==> src/rtl/mem_stage.sv <==
// Memory stage: executes loads/stores over a req/ack data port with an access timeout,
// and returns writeback results, the fetch redirect and the condition flags.
module mem_stage #(
  parameter int TIMEOUT = 16
) (
  input  logic        clk_i,
  input  logic        rst_i,
  input  logic        in_valid_i,
  output logic        in_ready_o,
  input  logic        branch_i,
  input  logic [31:0] new_pc_i,
  input  logic [31:0] alu_result_i,
  input  logic [31:0] store_data_i,
  input  logic [5:0]  rd_i,
  input  logic        mem_read_i,
  input  logic        mem_write_i,
  input  logic        reg_write_i,
  input  logic        set_cond_i,
  input  logic        alu_carry_i,
  input  logic        alu_ovf_i,
  output logic        dmem_req_o,
  output logic        dmem_we_o,
  output logic [31:0] dmem_addr_o,
  output logic [31:0] dmem_wdata_o,
  input  logic        dmem_ack_i,
  input  logic [31:0] dmem_rdata_i,
  output logic        wb_valid_o,
  output logic        wb_we_o,
  output logic [5:0]  wb_rd_o,
  output logic [31:0] wb_data_o,
  output logic        redirect_o,
  output logic [31:0] redirect_pc_o,
  output logic [3:0]  alu_cond_out_o,
  output logic        bus_err_o
);

  localparam int CW = (TIMEOUT > 1) ? $clog2(TIMEOUT) : 1;
  localparam logic [CW-1:0] CNT_LAST = CW'(TIMEOUT - 1);

  typedef enum logic [0:0] {
    S_IDLE = 1'b0,
    S_WAIT = 1'b1
  } state_t;

  state_t        state_q, state_d;
  logic          in_ready_q, in_ready_d;
  logic [CW-1:0] cnt_q, cnt_d;
  logic [5:0]    rd_lat_q, rd_lat_d;
  logic          regw_lat_q, regw_lat_d;
  logic          dmem_req_q, dmem_req_d;
  logic          dmem_we_q, dmem_we_d;
  logic [31:0]   dmem_addr_q, dmem_addr_d;
  logic [31:0]   dmem_wdata_q, dmem_wdata_d;
  logic          wb_valid_q, wb_valid_d;
  logic          wb_we_q, wb_we_d;
  logic [5:0]    wb_rd_q, wb_rd_d;
  logic [31:0]   wb_data_q, wb_data_d;
  logic          redirect_q, redirect_d;
  logic [31:0]   redirect_pc_q, redirect_pc_d;
  logic [3:0]    cond_q, cond_d;
  logic          bus_err_q, bus_err_d;

  // Next-state and registered-output computation.
  always_comb begin
    state_d       = state_q;
    in_ready_d    = in_ready_q;
    cnt_d         = cnt_q;
    rd_lat_d      = rd_lat_q;
    regw_lat_d    = regw_lat_q;
    dmem_req_d    = dmem_req_q;
    dmem_we_d     = dmem_we_q;
    dmem_addr_d   = dmem_addr_q;
    dmem_wdata_d  = dmem_wdata_q;
    wb_valid_d    = 1'b0;
    wb_we_d       = 1'b0;
    wb_rd_d       = wb_rd_q;
    wb_data_d     = wb_data_q;
    redirect_d    = 1'b0;
    redirect_pc_d = redirect_pc_q;
    cond_d        = cond_q;
    bus_err_d     = 1'b0;
    case (state_q)
      S_IDLE: begin
        if (in_valid_i && in_ready_q) begin
          if (branch_i) begin
            redirect_d    = 1'b1;
            redirect_pc_d = new_pc_i;
          end else begin
            redirect_d = 1'b0;
          end
          if (set_cond_i) begin
            cond_d = {alu_result_i[31], (alu_result_i == 32'd0), alu_carry_i, alu_ovf_i};
          end else begin
            cond_d = cond_q;
          end
          // Both read and write set is a store: the op type is simply mem_write.
          if (mem_read_i || mem_write_i) begin
            state_d      = S_WAIT;
            in_ready_d   = 1'b0;
            cnt_d        = '0;
            rd_lat_d     = rd_i;
            regw_lat_d   = reg_write_i;
            dmem_req_d   = 1'b1;
            dmem_we_d    = mem_write_i;
            dmem_addr_d  = alu_result_i;
            dmem_wdata_d = store_data_i;
          end else begin
            wb_valid_d = 1'b1;
            wb_rd_d    = rd_i;
            wb_data_d  = alu_result_i;
            wb_we_d    = reg_write_i && (rd_i != 6'd0);
          end
        end else begin
          state_d = S_IDLE;
        end
      end
      S_WAIT: begin
        if (dmem_ack_i) begin
          state_d    = S_IDLE;
          in_ready_d = 1'b1;
          dmem_req_d = 1'b0;
          dmem_we_d  = 1'b0;
          wb_valid_d = 1'b1;
          wb_rd_d    = rd_lat_q;
          if (dmem_we_q) begin
            wb_data_d = 32'd0;
            wb_we_d   = 1'b0;
          end else begin
            wb_data_d = dmem_rdata_i;
            wb_we_d   = regw_lat_q && (rd_lat_q != 6'd0);
          end
        end else if (cnt_q == CNT_LAST) begin
          state_d    = S_IDLE;
          in_ready_d = 1'b1;
          dmem_req_d = 1'b0;
          dmem_we_d  = 1'b0;
          wb_valid_d = 1'b1;
          wb_rd_d    = rd_lat_q;
          wb_data_d  = 32'd0;
          bus_err_d  = 1'b1;
        end else begin
          cnt_d = cnt_q + CW'(1);
        end
      end
      default: begin
        state_d    = S_IDLE;
        in_ready_d = 1'b1;
        dmem_req_d = 1'b0;
        dmem_we_d  = 1'b0;
      end
    endcase
  end

  // State and output registers with synchronous reset.
  always_ff @(posedge clk_i) begin
    if (rst_i) begin
      state_q       <= S_IDLE;
      in_ready_q    <= 1'b1;
      cnt_q         <= '0;
      rd_lat_q      <= 6'd0;
      regw_lat_q    <= 1'b0;
      dmem_req_q    <= 1'b0;
      dmem_we_q     <= 1'b0;
      dmem_addr_q   <= 32'd0;
      dmem_wdata_q  <= 32'd0;
      wb_valid_q    <= 1'b0;
      wb_we_q       <= 1'b0;
      wb_rd_q       <= 6'd0;
      wb_data_q     <= 32'd0;
      redirect_q    <= 1'b0;
      redirect_pc_q <= 32'd0;
      cond_q        <= 4'd0;
      bus_err_q     <= 1'b0;
    end else begin
      state_q       <= state_d;
      in_ready_q    <= in_ready_d;
      cnt_q         <= cnt_d;
      rd_lat_q      <= rd_lat_d;
      regw_lat_q    <= regw_lat_d;
      dmem_req_q    <= dmem_req_d;
      dmem_we_q     <= dmem_we_d;
      dmem_addr_q   <= dmem_addr_d;
      dmem_wdata_q  <= dmem_wdata_d;
      wb_valid_q    <= wb_valid_d;
      wb_we_q       <= wb_we_d;
      wb_rd_q       <= wb_rd_d;
      wb_data_q     <= wb_data_d;
      redirect_q    <= redirect_d;
      redirect_pc_q <= redirect_pc_d;
      cond_q        <= cond_d;
      bus_err_q     <= bus_err_d;
    end
  end

  assign in_ready_o     = in_ready_q;
  assign dmem_req_o     = dmem_req_q;
  assign dmem_we_o      = dmem_we_q;
  assign dmem_addr_o    = dmem_addr_q;
  assign dmem_wdata_o   = dmem_wdata_q;
  assign wb_valid_o     = wb_valid_q;
  assign wb_we_o        = wb_we_q;
  assign wb_rd_o        = wb_rd_q;
  assign wb_data_o      = wb_data_q;
  assign redirect_o     = redirect_q;
  assign redirect_pc_o  = redirect_pc_q;
  assign alu_cond_out_o = cond_q;
  assign bus_err_o      = bus_err_q;

endmodule

==> config.mk <==
export PLATFORM = sky130hd
export DESIGN_NAME = mem_stage
export DESIGN_NICKNAME = d
export VERILOG_FILES = /design/src/rtl/mem_stage.sv
export SDC_FILE = /design/constraint.sdc
export NUM_CORES = 1
export LEC_CHECK = 0
export CAP_MARGIN = 20
export CORE_AREA = 2 2 112 157
export DETAILED_ROUTE_END_ITERATION = 10
export DIE_AREA = 0 0 114 159
export HOLD_SLACK_MARGIN = 0.08
export PLACE_DENSITY = 0.74
export REMOVE_ABC_BUFFERS = 1
export SYNTH_ARGS = -nofsm -noshare
export SYNTH_HDL_FRONTEND = slang
export SYNTH_SLANG_ARGS = --single-unit
==> constraint.sdc <==
create_clock -name clk_i -period 1.5 [get_ports clk_i]
set_clock_uncertainty 0.05 [all_clocks]
set_input_delay 0.375 -clock clk_i [delete_from_list [all_inputs] [get_ports clk_i]]
set_output_delay 0.375 -clock clk_i [all_outputs]
set_load 0.01 [all_outputs]
# After elaboration in Yosys (flattened, before gate mapping)
# Index checks and enable logic that the tools add are counted.
# Widths: inputs -> output; s select.
[word_totals]
reg_bits = 157
out_inout_bits = 145
[op_classes]
n_bitwise = 2
n_reduce_logical = 15
n_eq_ne = 7
n_mux = 45
add_sub_neg = 1
[ops]
columns = ["op", "n"]
rows = [
  ["$mux 32", 5],
  ["$pmux 32 s2", 1],
  ["$logic_not 32->1", 1],
  ["$mux 6", 4],
  ["$mux 1", 23],
  ["$mux 4", 4],
  ["$reduce_and 3->1", 5],
  ["$pmux 1 s2", 6],
  ["$pmux 6 s2", 1],
  ["$reduce_bool 6->1", 2],
  ["$ne 2x2->1 const B", 5],
  ["$pmux 4 s2", 1],
  ["$reduce_or 3->1", 2],
  ["$add 4x1->4 const B", 1],
  ["$eq 4x4->1 const B", 1],
  ["$reduce_and 4->1", 1],
  ["$logic_and 1x1->1", 3],
  ["$ne 3x2->1 const B", 1],
  ["$not 1->1", 2],
  ["$logic_or 1x1->1", 1],
]

# Depth between registers and ports, before layout
[depth]
depth_word = 5
depth_mapped = 7

# Least setup slack after synthesis
# No wires, ideal clock.
[synth_timing]
path_kind = "flip-flop to flip-flop"
startpoint = "reg cnt_q[0]"
endpoint = "reg cnt_q[3]"
path_slack_ps = -100
path_buffers = 0
stages_incl_launch_ff = 6
required_time_ps = 1380
arrival_time_ps = 1479
setup_ps = 70
synth_period_minus_slack_ps = 1600
cell_sequence = "dfxtp_1 ha_1 and3_1 a2bb2oi_2 or4_1 a21oi_1"
[synth_via]
elab_chain_len = 4
word_cells_on_any_way = 7
[synth_lines]
columns = ["element", "line", "source"]
rows = [
  ["from (decl)", "47", "logic [CW-1:0] cnt_q, cnt_d;"],
  ["from (signal assigned)", "177", "cnt_q <= cnt_d;"],
  ["$add 4x1->4", "142", "cnt_d = cnt_q + CW'(1);"],
  ["$mux 4", "132", "end else if (cnt_q == CNT_LAST) begin"],
  ["$mux 4", "118", "if (dmem_ack_i) begin"],
  ["$pmux 4 s2", "82", "case (state_q)"],
]
# Several ways; a longest one is shown, not always the timed one. The select of a mux whose other input is x is not followed.
# A chain may end at the register's enable or synchronous reset.

# Worst setup path after layout
[layout_timing]
startpoint = "in alu_result_i[6]"
endpoint = "reg cond_q[2] (netlist: alu_cond_out_o[2])"
[layout_via]
elab_chain_len = 1
[layout_lines]
columns = ["element", "line", "source"]
rows = [
  ["from (decl)", "12", "input logic [31:0] alu_result_i,"],
  ["$logic_not 32->1", "92", "cond_d = {alu_result_i[31], (alu_result_i == 32'd0), alu_carry_i, alu_ovf_i};"],
  ["to (signal assigned)", "190", "cond_q <= cond_d;"],
  ["to (decl)", "60", "logic [3:0] cond_q, cond_d;"],
]
# Every way passes these cells.

==> results.toml <==
[outcome]
run_status = "complete, but fails checks"
violations = "negative setup slack"

[worst_setup_path]
r2r_end = "cnt_q[3]"
crit_path_max_fanout = 2
path_class = "in -> reg"
r2r-start = "cnt_q[0]"
r2r_cells = 6
cp.required_ns = 1.79
rrSetupSlack_ns = -0.15
critPathArrivalTime_ns = 1.95
critPathLaunchType = "input port"
endpoint_kind = "register"

[placed_design]
io_buffers = 289
routabilityCongestion = 0.847
dp.final_hpwl_um = 14000
placedCellCount = 1222
pre_cts_ws_ns = -0.950
postPlaceCellArea_um2 = 9490

[detailed_routing]
detailroute.via_count = 6539
remaining_drc_errors = 0
wl_per_cell_um = 18.3
detail-route-antenna-nets = 0
viasPerCell = 5.11
drt-total-wl_um = 23400
dr.pass1.iters = 5
drtIter0Drc = 328

[die]
core_um2 = 16700
die_area_um2 = 18100
die_w_um = 114
fp.dieH_um = 159
num_io_pins = 290
core.rowCount = 56
initial_utilization_pct = 35.4

[grt]
grt_max_degree = 93
grt_pass1_wl_um = 34000
globalRouteMet1Util_pct = 26.8
antenna_found_initial = 0
use_met2_pct = 42.0
grt_busiest_layer = "met2"
grt_overflow = 0
grt_pass1_vias = 6446
grt_usage_pct = 23.9
grt_use_met3_pct = 6.51

[sta]
maxSlewHeadroom_pct = 67.5
setup_violations = 43
hold_viol = 0
fin_crit_ns = 1.66
fmax_mhz = 601
worst_pin_slew_ns = 0.487
fin_crit_sh_pct = 111
whs_ns = 0.328
slew_violations = 0
rsz0062_at_grt = "true"
layout_setup_ws_ns = -0.163
tns_ns = -1.61

[yosys]
ys_ff_latch = 157
synth_area_per_cell_um2 = 8.33
seq_area_frac_synth_pct = 53.3
ys_warn_count = 0
synth_cell_types = 36
synthCells = 708
synth_area_um2 = 5900
synth-main-ff-cell = "dfxtp_1"
synth_edf_count = 0
synth-async-reset-ratio_pct = 0

[cells_and_area]
areaGrowthSynthToFinish_pct = 85.3
antenna_cells = 0
fin_cells = 1279
drive_gt1_share_pct = 25.6
finalNetCount = 1210
fin_area_um2 = 10900
fin_util_pct = 65.5

[clock_tree]
tritoncts = "done"
h-tree-depth = 4
numCtsBuffers = 17
clk_pin_slew_ns = 0.06
cts_root_buf = "clkbuf_16"
clk_latency_ns = 0.42
clkSinkCount = 157
cts_buffer_depth = 2

[hold_path]
hold_class = "in -> reg"
hold_depth = 4
hold_start = "alu_result_i[3]"
min_to = "dmem_addr_o[3]"

[pwr]
powerDensity_nw_per_um2 = 1070
vdd_ir_drop_max_mv = 0.710
finalPower_mw = 11.7
p_leak_nw = 4.51

[flow_run]
drv_cap = 0
-- critical path, cell delays in order --
cell,delay [ns]
clkdlybuf4s50_1,0.41
or4_1,0.56
or4_4,0.44
o31ai_2,0.17
-- synth_stat cells (2+ instances only) --
library cell | count | share of area, %
a22oi_1 | 33 | 4.2
mux2i_1 | 7 | 1.2
or4_1 | 5 | 0.64
a21oi_1 | 109 | 9.2
and2_1 | 2 | 0.21
nand3b_1 | 3 | 0.38
o311ai_0 | 2 | 0.30
clkbuf_1 | 21 | 1.3
nor2_1 | 46 | 2.9
a31oi_1 | 2 | 0.21
buf_2 | 25 | 2.1
nor4_1 | 6 | 0.64
nand2_1 | 217 | 14
a211oi_2 | 5 | 1.1
nand3_1 | 5 | 0.42
nor3_1 | 3 | 0.25
a211oi_1 | 33 | 4.2
buf_4 | 10 | 1.3
dfxtp_1 | 157 | 53
-- repair_timing --
item / 4_1_cts / 5_1_grt
buffers inserted: 15 / 4
endpoints found under the setup margin: 255 / 205
gates resized for setup: 272 / 168
pin swaps: 24 / 21
hold buffers: 0 / 0
cloned: 11 / 5
-- cells by family (layout without fill, tap and decap cells) --
kind of cell | after synthesis | in the layout | share of synthesized area, %
mux | 7 | 7 | 1.19
simple gates | 297 | 297 | 20.4
fa+ha+maj | 1 | 1 | 0.212
buf+inv | 57 | 425 | 4.79
flops | 157 | 157 | 53.3
compound gates | 189 | 189 | 20.1
-- area by class of cell --
cell class	count	area, um2
fill	1389	5750
timing repair buffer	393	3920
sequential	157	3160
multi-input combinational	494	2980
clock buffer	19	453
tap	203	254
clock inverter	12	160
inverter	1	5.00
-- routing by layer --
metal	wire length, um	up-vias
met5	0	-
met4	692	0
met3	1410	44
met2	12200	240
met1	9130	3130
li1	-	3125
-- worst max-delay path by stage --
stage                    start           endpoint  cells past startpoint
2_1_floorplan          state_q      wb_data_o[26]                      4
3_3_place_gp   alu_result_i[5]  alu_cond_out_o[2]                      6
3_5_place_dp   alu_result_i[5]  alu_cond_out_o[2]                      6
4_1_cts        alu_result_i[1]  alu_cond_out_o[2]                      6
5_1_grt        alu_result_i[0]  alu_cond_out_o[2]                      5
6_report       alu_result_i[6]  alu_cond_out_o[2]                      4
-- placed cells by master (no fill, tap or decap), types with 3 or more instances in the layout --
master	Yosys	routed
dfxtp_2	0	7
mux2i_1	7	7
a22oi_1	33	32
nand2_1	217	215
buf_12	0	16
a21oi_1	109	106
buf_6	0	7
clkbuf_16	0	22
inv_6	0	4
clkbuf_2	0	29
buf_4	10	69
dfxtp_1	157	149
nand3_1	5	5
nor2_1	46	14
bufinv_16	0	3
a21oi_2	0	3
clkinvlp_4	0	4
clkdlybuf4s15_1	0	46
nor2_4	0	22
dlymetal6s2s_1	0	9
dlygate4sd2_1	0	71
or4_1	5	3
a211oi_2	5	38
buf_16	0	7
nor2_2	1	11
clkdlybuf4s50_1	0	127
clkdlybuf4s15_2	0	4
nand3b_1	3	3
-- where the power goes --
group / switching [mW] / internal (mW)
Clock: 1.78 / 2.72
Combinational: 1.25 / 1.35
Sequential: 0.170 / 4.45
-- sequential cells by signal, summed over array words and instances (netlist names), 4 cells and up --
register	count
rd_lat_q	6
dmem_wdata_o	32
wb_data_o	32
cnt_q	4
dmem_addr_o	32
alu_cond_out_o	4
wb_rd_o	6
redirect_pc_o	32
No activity file was read; power rests on OpenSTA's default activity.
